===== src/rtl/mem_access_seq_if.sv =====
// mem_access_seq_if: request, data-memory and pointer-port signals of the
// memory-stage access sequencer.
//   slave  : sequencer view (receives requests, drives memory and pointer port)
//   master : environment view (issues requests, models memory and pointer file)
interface mem_access_seq_if #(
  parameter int ADDR_W = 16,
  parameter int DATA_W = 8
);
  logic              req_valid;
  logic              req_write;
  logic [1:0]        req_ptr_sel;
  logic [1:0]        req_mode;
  logic [DATA_W-1:0] req_wdata;
  logic [ADDR_W-1:0] ptr_addr;
  logic [1:0]        addr_sel;
  logic              mem_en;
  logic              mem_we;
  logic [DATA_W-1:0] mem_wdata;
  logic              mem_ready;
  logic [DATA_W-1:0] mem_rdata;
  logic              ptr_wr_en;
  logic [1:0]        ptr_wr_sel;
  logic [ADDR_W-1:0] ptr_wr_data;
  logic [DATA_W-1:0] rd_data;
  logic              done;
  logic              err;

  modport slave (
    input  req_valid, req_write, req_ptr_sel, req_mode, req_wdata,
    input  ptr_addr, mem_ready, mem_rdata,
    output addr_sel, mem_en, mem_we, mem_wdata,
    output ptr_wr_en, ptr_wr_sel, ptr_wr_data,
    output rd_data, done, err
  );

  modport master (
    output req_valid, req_write, req_ptr_sel, req_mode, req_wdata,
    output ptr_addr, mem_ready, mem_rdata,
    input  addr_sel, mem_en, mem_we, mem_wdata,
    input  ptr_wr_en, ptr_wr_sel, ptr_wr_data,
    input  rd_data, done, err
  );
endinterface


===== src/rtl/mem_access_seq.sv =====
// mem_access_seq: sequences one data-memory access per request through the
// pointer address mux, with optional pointer pre-decrement / post-increment
// and a one-cycle done pulse.
//
// Optional feature macro: MEM_ACCESS_TIMEOUT_EN
//   defined   : ACCESS wait is bounded by TIMEOUT_CYCLES; expiry ends the
//               access with err=1, rd_data=0 and no post-increment.
//   undefined : ACCESS waits for mem_ready indefinitely; err is tied low.
//
// state   | meaning
// --------+-----------------------------------------------------------
// IDLE    | waiting for req_valid; request fields latched on acceptance
// PREDEC  | writes ptr_addr-1 back to the selected pointer register
// ACCESS  | mem_en high until mem_ready (or timeout, when enabled)
// POSTINC | writes ptr_addr+1 back to the selected pointer register
// DONE    | one-cycle done pulse, req_valid ignored
module mem_access_seq #(
  parameter int ADDR_W         = 16,
  parameter int DATA_W         = 8,
  parameter int TIMEOUT_CYCLES = 255
) (
  input  logic              i_clock,
  input  logic              i_reset_n,
  mem_access_seq_if.slave   io_bus
);

  if (TIMEOUT_CYCLES < 1) begin : g_timeout_range
    $error("mem_access_seq: TIMEOUT_CYCLES must be at least 1");
  end

  typedef enum logic [2:0] {
    S_IDLE    = 3'd0,
    S_PREDEC  = 3'd1,
    S_ACCESS  = 3'd2,
    S_POSTINC = 3'd3,
    S_DONE    = 3'd4
  } state_t;

  localparam logic [1:0] MODE_POSTINC = 2'b01;
  localparam logic [1:0] MODE_PREDEC  = 2'b10;

  state_t            r_state;
  state_t            w_state_nxt;
  logic              r_write;
  logic [1:0]        r_sel;
  logic [1:0]        r_mode;
  logic [DATA_W-1:0] r_wdata;
  logic [DATA_W-1:0] r_rd_data;
  logic              w_accept;
  logic              w_tmo;

  assign w_accept = (r_state == S_IDLE) && io_bus.req_valid;

`ifdef MEM_ACCESS_TIMEOUT_EN
  localparam int CNT_W = (TIMEOUT_CYCLES > 1) ? $clog2(TIMEOUT_CYCLES) : 1;
  localparam logic [CNT_W-1:0] CNT_LOAD = CNT_W'(TIMEOUT_CYCLES - 1);

  logic [CNT_W-1:0] r_cnt;
  logic             r_err;

  // Wait timer: reloaded outside ACCESS, counts down once per waiting cycle.
  always_ff @(posedge i_clock or negedge i_reset_n) begin
    if (!i_reset_n) begin
      r_cnt <= CNT_LOAD;
    end else if (r_state != S_ACCESS) begin
      r_cnt <= CNT_LOAD;
    end else if (r_cnt != '0) begin
      r_cnt <= r_cnt - CNT_W'(1);
    end
  end

  // Terminal count reached on the last allowed ACCESS cycle without ready.
  assign w_tmo = (r_state == S_ACCESS) && !io_bus.mem_ready && (r_cnt == '0);

  // Error flag lives from the timeout edge until the DONE cycle ends.
  always_ff @(posedge i_clock or negedge i_reset_n) begin
    if (!i_reset_n) begin
      r_err <= 1'b0;
    end else if (r_state == S_DONE) begin
      r_err <= 1'b0;
    end else if (w_tmo) begin
      r_err <= 1'b1;
    end
  end
`else
  assign w_tmo = 1'b0;
`endif

  // State register.
  always_ff @(posedge i_clock or negedge i_reset_n) begin
    if (!i_reset_n) begin
      r_state <= S_IDLE;
    end else begin
      r_state <= w_state_nxt;
    end
  end

  // Next-state decode; mode 11 falls through to the plain path.
  always_comb begin
    w_state_nxt = r_state;
    case (r_state)
      S_IDLE: begin
        if (io_bus.req_valid) begin
          w_state_nxt = (io_bus.req_mode == MODE_PREDEC) ? S_PREDEC : S_ACCESS;
        end
      end
      S_PREDEC:  w_state_nxt = S_ACCESS;
      S_ACCESS: begin
        if (io_bus.mem_ready) begin
          w_state_nxt = (r_mode == MODE_POSTINC) ? S_POSTINC : S_DONE;
        end else if (w_tmo) begin
          w_state_nxt = S_DONE;
        end
      end
      S_POSTINC: w_state_nxt = S_DONE;
      S_DONE:    w_state_nxt = S_IDLE;
      default:   w_state_nxt = S_IDLE;
    endcase
  end

  // Request fields latched on acceptance; load data captured on the ready edge.
  always_ff @(posedge i_clock or negedge i_reset_n) begin
    if (!i_reset_n) begin
      r_write   <= 1'b0;
      r_sel     <= 2'b00;
      r_mode    <= 2'b00;
      r_wdata   <= '0;
      r_rd_data <= '0;
    end else begin
      if (w_accept) begin
        r_write <= io_bus.req_write;
        r_sel   <= io_bus.req_ptr_sel;
        r_mode  <= io_bus.req_mode;
        r_wdata <= io_bus.req_wdata;
      end
      if ((r_state == S_ACCESS) && io_bus.mem_ready && !r_write) begin
        r_rd_data <= io_bus.mem_rdata;
      end else if (w_tmo) begin
        r_rd_data <= '0;
      end
    end
  end

  // Outputs decoded from state and latched fields only.
  always_comb begin
    io_bus.addr_sel    = r_sel;
    io_bus.mem_en      = (r_state == S_ACCESS);
    io_bus.mem_we      = (r_state == S_ACCESS) && r_write;
    io_bus.mem_wdata   = r_wdata;
    io_bus.ptr_wr_en   = (r_state == S_PREDEC) || (r_state == S_POSTINC);
    io_bus.ptr_wr_sel  = r_sel;
    io_bus.ptr_wr_data = '0;
    if (r_state == S_PREDEC) begin
      io_bus.ptr_wr_data = io_bus.ptr_addr - ADDR_W'(1);
    end else if (r_state == S_POSTINC) begin
      io_bus.ptr_wr_data = io_bus.ptr_addr + ADDR_W'(1);
    end
    io_bus.rd_data     = r_rd_data;
    io_bus.done        = (r_state == S_DONE);
`ifdef MEM_ACCESS_TIMEOUT_EN
    io_bus.err         = (r_state == S_DONE) && r_err;
`else
    io_bus.err         = 1'b0;
`endif
  end

endmodule


===== src/flat_wrapper.sv =====
// flat-port wrapper written by rule: the top's interface ports become plain ports
module mem_access_seq_flat 
#(
  parameter int ADDR_W         = 16,
  parameter int DATA_W         = 8,
  parameter int TIMEOUT_CYCLES = 255
)
  (i_clock, i_reset_n, io_bus_req_valid, io_bus_req_write, io_bus_req_ptr_sel, io_bus_req_mode, io_bus_req_wdata, io_bus_ptr_addr, io_bus_mem_ready, io_bus_mem_rdata, io_bus_addr_sel, io_bus_mem_en, io_bus_mem_we, io_bus_mem_wdata, io_bus_ptr_wr_en, io_bus_ptr_wr_sel, io_bus_ptr_wr_data, io_bus_rd_data, io_bus_done, io_bus_err);
  mem_access_seq_if #(.ADDR_W(ADDR_W), .DATA_W(DATA_W)) io_bus_i ();
  input  logic i_clock;
  input  logic i_reset_n;
  input wire logic [$bits(io_bus_i.req_valid)-1:0] io_bus_req_valid;
  input wire logic [$bits(io_bus_i.req_write)-1:0] io_bus_req_write;
  input wire logic [$bits(io_bus_i.req_ptr_sel)-1:0] io_bus_req_ptr_sel;
  input wire logic [$bits(io_bus_i.req_mode)-1:0] io_bus_req_mode;
  input wire logic [$bits(io_bus_i.req_wdata)-1:0] io_bus_req_wdata;
  input wire logic [$bits(io_bus_i.ptr_addr)-1:0] io_bus_ptr_addr;
  input wire logic [$bits(io_bus_i.mem_ready)-1:0] io_bus_mem_ready;
  input wire logic [$bits(io_bus_i.mem_rdata)-1:0] io_bus_mem_rdata;
  output wire logic [$bits(io_bus_i.addr_sel)-1:0] io_bus_addr_sel;
  output wire logic [$bits(io_bus_i.mem_en)-1:0] io_bus_mem_en;
  output wire logic [$bits(io_bus_i.mem_we)-1:0] io_bus_mem_we;
  output wire logic [$bits(io_bus_i.mem_wdata)-1:0] io_bus_mem_wdata;
  output wire logic [$bits(io_bus_i.ptr_wr_en)-1:0] io_bus_ptr_wr_en;
  output wire logic [$bits(io_bus_i.ptr_wr_sel)-1:0] io_bus_ptr_wr_sel;
  output wire logic [$bits(io_bus_i.ptr_wr_data)-1:0] io_bus_ptr_wr_data;
  output wire logic [$bits(io_bus_i.rd_data)-1:0] io_bus_rd_data;
  output wire logic [$bits(io_bus_i.done)-1:0] io_bus_done;
  output wire logic [$bits(io_bus_i.err)-1:0] io_bus_err;
  assign io_bus_i.req_valid = io_bus_req_valid;
  assign io_bus_i.req_write = io_bus_req_write;
  assign io_bus_i.req_ptr_sel = io_bus_req_ptr_sel;
  assign io_bus_i.req_mode = io_bus_req_mode;
  assign io_bus_i.req_wdata = io_bus_req_wdata;
  assign io_bus_i.ptr_addr = io_bus_ptr_addr;
  assign io_bus_i.mem_ready = io_bus_mem_ready;
  assign io_bus_i.mem_rdata = io_bus_mem_rdata;
  assign io_bus_addr_sel = io_bus_i.addr_sel;
  assign io_bus_mem_en = io_bus_i.mem_en;
  assign io_bus_mem_we = io_bus_i.mem_we;
  assign io_bus_mem_wdata = io_bus_i.mem_wdata;
  assign io_bus_ptr_wr_en = io_bus_i.ptr_wr_en;
  assign io_bus_ptr_wr_sel = io_bus_i.ptr_wr_sel;
  assign io_bus_ptr_wr_data = io_bus_i.ptr_wr_data;
  assign io_bus_rd_data = io_bus_i.rd_data;
  assign io_bus_done = io_bus_i.done;
  assign io_bus_err = io_bus_i.err;
  mem_access_seq #(.ADDR_W(ADDR_W), .DATA_W(DATA_W), .TIMEOUT_CYCLES(TIMEOUT_CYCLES)) u_core (.i_clock(i_clock), .i_reset_n(i_reset_n), .io_bus(io_bus_i));
endmodule

===== config.mk =====
export PLATFORM = sky130hd
export DESIGN_NAME = mem_access_seq_flat
export DESIGN_NICKNAME = d
export VERILOG_FILES = /design/src/rtl/mem_access_seq_if.sv /design/src/rtl/mem_access_seq.sv /design/src/flat_wrapper.sv
export SDC_FILE = /design/constraint.sdc
export NUM_CORES = 1
export LEC_CHECK = 0
export CORE_ASPECT_RATIO = 1.4
export CORE_MARGIN = 10
export CORE_UTILIZATION = 40
export DETAILED_ROUTE_END_ITERATION = 8
export GPL_TIMING_DRIVEN = 0
export PLACE_DENSITY = 0.89
export SLEW_MARGIN = 20
export SYNTH_ARGS = -nofsm -noshare
export SYNTH_HDL_FRONTEND = slang
export SYNTH_SLANG_ARGS = --single-unit

===== constraint.sdc =====
create_clock -name i_clock -period 2.3 [get_ports i_clock]
set_input_delay 0.46 -clock i_clock [delete_from_list [all_inputs] [get_ports i_clock]]
set_output_delay 0.46 -clock i_clock [all_outputs]
set_load 0.03 [all_outputs]

After elaboration in Yosys (flattened, before gate mapping)

Index checks and enable logic that the tools add are counted.

Bits in registers: 24
Bits of input ports: 41
Output and inout port bits: 41
Logic and storage cells: 31

Add/subtract/negate cells: 2
Equality and inequality tests: 8
Mux-type cells: 7
Reductions and logical operators: 8

Operators by type and width:

| kind                                               | count |
|---|---|
| two-way mux 16 bit                                 | 2 |
| adder 16 x 1 -> 16 bit, second input constant      | 1 |
| subtractor 16 x 1 -> 16 bit, second input constant | 1 |
| case mux 3 bit (4 select lines)                    | 1 |
| two-way mux 3 bit                                  | 3 |
| == test 3 x 2 -> 1 bit, second input constant      | 2 |
| logical AND 1 bit                                  | 4 |
| != test 2 bit, second input constant               | 2 |
| == test 3 x 1 -> 1 bit, second input constant      | 1 |
| == test 3 bit, second input constant               | 1 |
| zero test 3 bit                                    | 1 |
| == test 2 x 1 -> 1 bit, second input constant      | 1 |
| == test 2 bit, second input constant               | 1 |
| two-way mux 2 bit                                  | 1 |
| AND reduction 2 bit                                | 1 |
| zero test 1 bit                                    | 1 |
| logical OR 1 bit                                   | 1 |

Longest topological paths before layout

Gate-level depths: netlist of run 1.

Depth in word-level cells: 4
Gate-level depth with buffers: 7
Depth with buffers taken out: 7

Least setup slack after synthesis of run 1

No wires, ideal clock.

Kind: input to output
From: input port io_bus_ptr_addr[0]
To: output port io_bus_ptr_wr_data[10]
Arrival: 1.992 ns
Path slack: -0.152 ns
Stages on the path: 7
Buffers on the path: 0
Path through: inv_1 -> ha_1 -> or4b_4 -> nor4_2 -> a31oi_1 -> xor2_1 -> nor2_1

Cells in the longest elaborated chain, start to end: 3
Elaborated cells on any way between the ends: 4

RTL lines:

| what                   | RTL line              | RTL |
|---|---|---|
| from (decl)            | flat_wrapper.sv:17    | `input wire logic [$bits(io_bus_i.ptr_addr)-1:0] io_bus_ptr_addr;` |
| adder 16 x 1 -> 16 bit | mem_access_seq.sv:156 | `io_bus.ptr_wr_data = io_bus.ptr_addr + ADDR_W'(1);` |
| two-way mux 16 bit     | mem_access_seq.sv:155 | `end else if (r_state == S_POSTINC) begin` |
| two-way mux 16 bit *   | mem_access_seq.sv:153 | `if (r_state == S_PREDEC) begin` |
| to (decl)              | flat_wrapper.sv:26    | `output wire logic [$bits(io_bus_i.ptr_wr_data)-1:0] io_bus_ptr_wr_data;` |

Every way passes the cells marked *; elsewhere a longest branch is shown, timed or not.

Final worst setup path of run 1

From: input port io_bus_ptr_addr[1]
To: output port io_bus_ptr_wr_data[10]

Same word-level chain as after synthesis.

==> results.json, run 1 <==
{
  "outcome": "finished with violations",
  "violations": "setup timing",
  "final_cell_mix": "clkdlybuf4s50_1 (46), dfrtp_1 (24), nor2_1 (17), buf_4 (17), mux2_1 (12)",
  "netSwitchingFraction": 0.440,
  "finalNonFillerCells": 289,
  "fmax_ghz": 0.424,
  "grt_pass1_wl_um": 7950,
  "netlist_area_um2": 1570,
  "track_usage": 0.142,
  "ios": 82,
  "finalHoldViolations": 0,
  "reg2reg_slack_ps": 210,
  "p_comb_frac": 0.628,
  "cts_root_buf": "clkbuf_8",
  "synthesis.nets": 200,
  "ys_types": 48,
  "clock_path_buffers": 2,
  "avgViaCountPerCell": 5.41,
  "path_class": "in -> out",
  "cts_buffers": 3,
  "fin_crit_ps": 2360,
  "gr-total-overflow": 0,
  "cts.sinks": 24,
  "core-area_um2": 3710,
  "drt_iter0_markers": 54,
  "rr_startpoint": "u_core.r_state[1]",
  "cts_tree": "done",
  "routedLengthMet1_um": 1690,
  "die_x_um": 73.0,
  "drtPass1Iterations": 4,
  "initial_utilization": 0.424,
  "antenna_cells": 0,
  "dp_hpwl_um": 3800,
  "fillerInstances": 274,
  "required_ps": 1840,
  "synth_edf_count": 0,
  "timing.rr.end": "u_core.io_bus.mem_wdata[1]",
  "seq_area_um2": 601,
  "avgRoutedWirePerCell_um": 17.4,
  "io_buffer_count": 78,
  "gp_congestion": 0.879,
  "reg2regPathDepth": 5,
  "place_inst": 277,
  "leakagePower_nw": 1.12,
  "avgSynthCellArea_um2": 10.0,
  "layout-drive-gt1-share": 0.356,
  "nNetsFinal": 291,
  "rsz0062_at_grt": "true",
  "synth-seq-area-share": 0.382,
  "cp_max_fo": 4,
  "num_vias": 1563,
  "mostFrequentLayoutCell": "clkdlybuf4s50_1",
  "syn2layout_area_growth_pct": 68.6,
  "topRoutingLayerUsed": "met4",
  "cp-endpoint": "io_bus_ptr_wr_data[10]",
  "antenna_found_initial": 0,
  "dieArea_um2": 6870,
  "ctsHoldBuffers": 0,
  "drv_slew": 0,
  "grt_pass1_vias": 1785,
  "worstSetupStartpointType": "primary input",
  "hold_path.class": "in -> async",
  "routed-wl-met3_um": 659,
  "clkLatencyLatePin_ps": 270,
  "yosys_warnings": 0,
  "syn_inst": 157,
  "grt_max_degree": 25,
  "fin_ws_ps": -60.7,
  "finalWirelength_um": 5030,
  "worstPathArrival_ps": 1900,
  "async_reset_ff_frac": 1.00,
  "total_power_mw": 2.82,
  "yosys_most_used_dff": "dfrtp_1",
  "ir_worst_vdd_uv": 915,
  "fin_skew_ps": 4.80,
  "clkPwrFrac": 0.101,
  "crit_path_end_kind": "output port",
  "internal_power_mw": 1.58,
  "fin_tns_setup_ps": -191,
  "route.met2.wl_um": 2620,
  "p_switching_mw": 1.24,
  "die_h_um": 94.2,
  "startpoint": "io_bus_ptr_addr[1]",
  "p_per_area_nw_per_um2": 1060,
  "multiInputGateArea_um2": 1060,
  "relSlewSlack": 0.587,
  "htree_levels": 1,
  "tightest_slew_ps": 618,
  "p_seq_frac": 0.270,
  "drc": 0,
  "finalSetupViolCount": 7,
  "min_period_over_period": 1.03,
  "cts.reportedPaths.clkPinSlew_ps": 80,
  "drtAntennaViolNets": 0,
  "ys_ff_latch": 24,
  "max-cap-violations": 0,
  "fp-row-count": 26
}
==> what timing repair did <==
item	4_1_cts	5_1_grt
pin swaps	16	15
setup endpoints to repair	19	15
gates resized for setup	139	32
setup buffers	7	3
==> power groups by stage <==
stage | Combinational (mW) | Clock, mW | Sequential (mW)
global route | 1.88 | 0.307 | 0.792
finish | 1.77 | 0.285 | 0.762
CTS | 1.77 | 0.294 | 0.764
floorplan | 0.683 | 0 | 1.08
global placement | 1.70 | 0 | 0.755
detailed placement | 1.72 | 0 | 0.775
==> sequential cells by signal (all words and copies together) (netlist names) <==
signal and count:
u_core.io_bus.addr_sel 2, u_core.io_bus.rd_data 8, u_core.r_write 1, u_core.io_bus.mem_wdata 8, u_core.r_state 3, u_core.r_mode 2
==> through the flow <==
step	hold WS [ps]	util	setup WS (ps)	cell area [um2]
detailed placement	478	0.651	-1170	2410
CTS	498	0.693	-141	2570
finish	158	0.714	-60.7	2650
global route	184	0.714	-123	2650
floorplan	164	-	-24.9	1580
global placement	461	0.651	-1130	2410
==> how the worst min path moves through the flow <==
stage,end,from,slack (ps)
global route,u_core.io_bus.rd_data[1],i_reset_n,180
floorplan,u_core.io_bus.addr_sel[0],i_reset_n,160
detailed placement,u_core.io_bus.mem_wdata[0],u_core.io_bus.mem_wdata[0],480
finish,u_core.io_bus.rd_data[0],i_reset_n,160
CTS,u_core.io_bus.mem_wdata[0],u_core.io_bus.mem_wdata[0],500
global placement,u_core.r_mode[1],u_core.r_mode[1],460
==> routing by layer <==
layer  global-route usage  up-vias
met5                    0        -
met2                0.252       74
met3               0.0794        6
met1                0.128      756
met4               0.0587        0
li1                     -      727
==> worst max-delay path: stages <==
cell     delay, ps
buf_8          110
inv_4           50
ha_4           120
or4b_4         520
nor4_4         150
a31oi_1         80
xor2_1         170
nor2_2         100
buf_6          140
==> cells in the mapped netlist, types with 2 or more instances <==
| cell | count | area [um2] |
|---|---|---|
| a21oi_1 | 2 | 10.0 |
| buf_4 | 4 | 30.0 |
| o21ai_0 | 2 | 10.0 |
| mux2_2 | 9 | 101 |
| nand2_1 | 8 | 30.0 |
| o32ai_2 | 2 | 32.5 |
| mux2i_1 | 2 | 20.0 |
| buf_2 | 2 | 10.0 |
| mux2_1 | 12 | 135 |
| xnor2_1 | 4 | 35.0 |
| and3_1 | 4 | 25.0 |
| inv_1 | 4 | 15.0 |
| and2_1 | 2 | 12.5 |
| dfrtp_1 | 24 | 601 |
| nor4_2 | 2 | 25.0 |
| ha_1 | 2 | 25.0 |
| xor2_1 | 10 | 87.6 |
| a32oi_1 | 2 | 17.5 |
| nand2b_1 | 3 | 18.8 |
| nor2_1 | 22 | 82.6 |
| nor3_1 | 8 | 40.0 |
==> final cells by class <==
cell class,instances,share of cell area
buffer,7,0.0184
clock buffer,4,0.0208
inverter,4,0.00850
multi-input combinational,120,0.402
sequential,24,0.227
tap,42,0.0198
timing repair buffer,88,0.304
==> logic make-up (layout without fill, tap and decap cells) <==
group | Yosys count | count (layout) | share of synthesized area
AND/OR/NAND/NOR | 65 | 65 | 0.236
flip-flops | 24 | 24 | 0.382
multiplexers | 23 | 23 | 0.163
AO/OA/AOI/OAI | 15 | 15 | 0.0756
XOR/XNOR | 14 | 14 | 0.0780
buffers and inverters | 13 | 103 | 0.0470
adder cells (fa/ha/maj) | 2 | 2 | 0.0159
other | 1 | 1 | 0.00239
Power figures use the tool's default switching activity.
==> run 2: changes to the inputs <==
Settings changed: CORE_MARGIN 10 to 8, SLEW_MARGIN 20 to unset.
==> run 2 against run 1 <==
Net effect: the flow still finishes with violations (setup timing); critical path depth shrank 3; combinational power is 2% higher; register-to-register slack barely moved; flip-flop and latch count did not move; global-route usage rose by 1.3 points; via count down 0.32%; sequential power up 0.7%; critical endpoint unchanged; largest cell class unchanged; highest routed layer unchanged.
==> results.json, run 2 (synthesis results as in run 1) <==
{
  "total_power_mw": 2.82,
  "critPathTopFamily": "simple AND/OR/NAND/NOR gates",
  "cts_buffers": 3,
  "core-area_um2": 3850,
  "avgViaCountPerCell": 5.32,
  "fin_util": 0.695,
  "final_cell_mix": "clkdlybuf4s50_1 (47), dfrtp_1 (24), buf_4 (21), nor2_1 (16), mux2_1 (12)",
  "initial_utilization": 0.408,
  "antenna_found_initial": 0,
  "finalWirelength_um": 5050,
  "fp-row-count": 27,
  "io_buffer_count": 78,
  "required_ps": 1840,
  "worstSetupStartpointType": "flip-flop",
  "drc": 0,
  "layout-drive-gt1-share": 0.368,
  "fin_crit_ps": 2400,
  "die_x_um": 69.0,
  "critical_path_buf_inv_count": 1,
  "cts_root_buf": "clkbuf_8",
  "htree_levels": 1,
  "die_h_um": 90.2,
  "tightest_slew_ps": 1060,
  "grt_pass1_vias": 1688,
  "cts.sinks": 24,
  "violations": "setup timing",
  "max-cap-violations": 0,
  "p_per_area_nw_per_um2": 1050,
  "cts_tree": "done",
  "nNetsFinal": 295,
  "hold_path.class": "reg -> reg",
  "rsz0062_at_grt": "true",
  "placed_cell_area_um2": 2420,
  "drv_slew": 0,
  "dp_hpwl_um": 3730,
  "cp_max_fo": 3,
  "track_usage": 0.155,
  "relSlewSlack": 0.289,
  "crit_path_max_incr_delay_ps": 570,
  "gp_congestion": 0.897,
  "path_class": "reg -> out",
  "finalNonFillerCells": 293,
  "hold_slack_ps": 490,
  "drtAntennaViolNets": 0,
  "ios": 82,
  "grt_max_degree": 25,
  "grt_pass1_wl_um": 7690,
  "worstPathArrival_ps": 1940,
  "num_vias": 1558,
  "fin_ws_ps": -95.2,
  "gr-total-overflow": 0,
  "drt_iter0_markers": 36,
  "design_area_um2": 2680,
  "avgRoutedWirePerCell_um": 17.2,
  "syn2layout_area_growth_pct": 70.3,
  "dieArea_um2": 6220,
  "fin_skew_ps": 2.53,
  "leakagePower_nw": 1.13,
  "finalHoldViolations": 0,
  "clock_path_buffers": 2,
  "mostFrequentLayoutCell": "clkdlybuf4s50_1",
  "cp_slowest_cell": "or4_4",
  "crit_path_end_kind": "output port",
  "antenna_cells": 0,
  "cts.reportedPaths.clkPinSlew_ps": 70,
  "finalSetupViolCount": 6,
  "clkLatencyLatePin_ps": 260,
  "place_inst": 278,
  "fmax_ghz": 0.417,
  "ir_worst_vdd_uv": 1020,
  "drtPass1Iterations": 4,
  "min_period_over_period": 1.04,
  "outcome": "finished with violations",
  "crit_chain": "or4_4 > nor4_4 > a31oi_1 > xor2_1 > nor2_2 > buf_6",
  "fillerInstances": 283
}
==> run 2: cell types whose count changed in the layout (fill, tap and decap cells not counted), moves of 2 or more <==
cell / before / now
nor3_2: 4 / 6
clkbuf_2: 2 / 4
buf_2: 11 / 9
buf_4: 17 / 21
dlymetal6s2s_1: 0 / 2
==> run 2: where the power goes <==
group / switching, mW / internal [mW]
combinational: 0.987 / 0.826
sequential: 0.132 / 0.635
clock: 0.122 / 0.117
total: 1.24 / 1.58
==> run 2: final cells by class <==
class | count | area [um2] | share of cell area
multi-input combinational | 120 | 1070 | 0.401
timing repair buffer | 91 | 828 | 0.309
sequential | 24 | 601 | 0.224
buffer | 8 | 60.1 | 0.0224
tap | 43 | 53.8 | 0.0201
clock buffer | 3 | 41.3 | 0.0154
inverter | 4 | 20.0 | 0.00748
==> run 2: worst register-to-register path: cells and delay by family (launching register included) <==
| family | cells | cell delay [ps] |
|---|---|---|
| AND/OR/NAND/NOR | 1 | 550 |
| multiplexers | 1 | 360 |
| flip-flops | 1 | 420 |
| buffers and inverters | 3 | 650 |
==> run 2: what timing repair did <==
item | CTS | global route
gates resized for setup | 139 | 27
hold buffers | 0 | 0
setup endpoints to repair | 19 | 15
setup buffers | 4 | 9
pin swaps | 26 | 21
==> run 2: final timing paths <==
kind / from / end / slack (ps) / depth (start not counted)
worst max-delay path: u_core.r_state[1] / io_bus_ptr_wr_data[10] / -100 / 6
worst min-delay path: u_core.r_mode[0] / u_core.r_mode[0] / 490 / 1
worst max register to register: u_core.r_state[1] / u_core.io_bus.mem_wdata[6] / 200 / 5
worst min register to register: u_core.r_mode[0] / u_core.r_mode[0] / 490 / 1
max in group asynchronous: i_reset_n / u_core.io_bus.addr_sel[1] / 890 / 1
min in group asynchronous: i_reset_n / u_core.io_bus.rd_data[4] / 770 / 1
==> run 2: per-layer routing <==
metal,vias to the layer above,global-route usage,routed length [um]
li1,739,-,-
met5,-,0,0
met2,77,0.270,2480
met3,12,0.0683,611
met1,730,0.154,1830
met4,0,0.0487,125
==> run 2: metrics by stage <==
| step | worst slack, ps | setup TNS [ps] |
|---|---|---|
| 3_3_place_gp | -1140 | -12730 |
| 6_report | -95.2 | -354 |
| 4_1_cts | -179 | -534 |
| 5_1_grt | -173 | -929 |
| 2_1_floorplan | -24.9 | -24.9 |
| 3_5_place_dp | -1150 | -12900 |
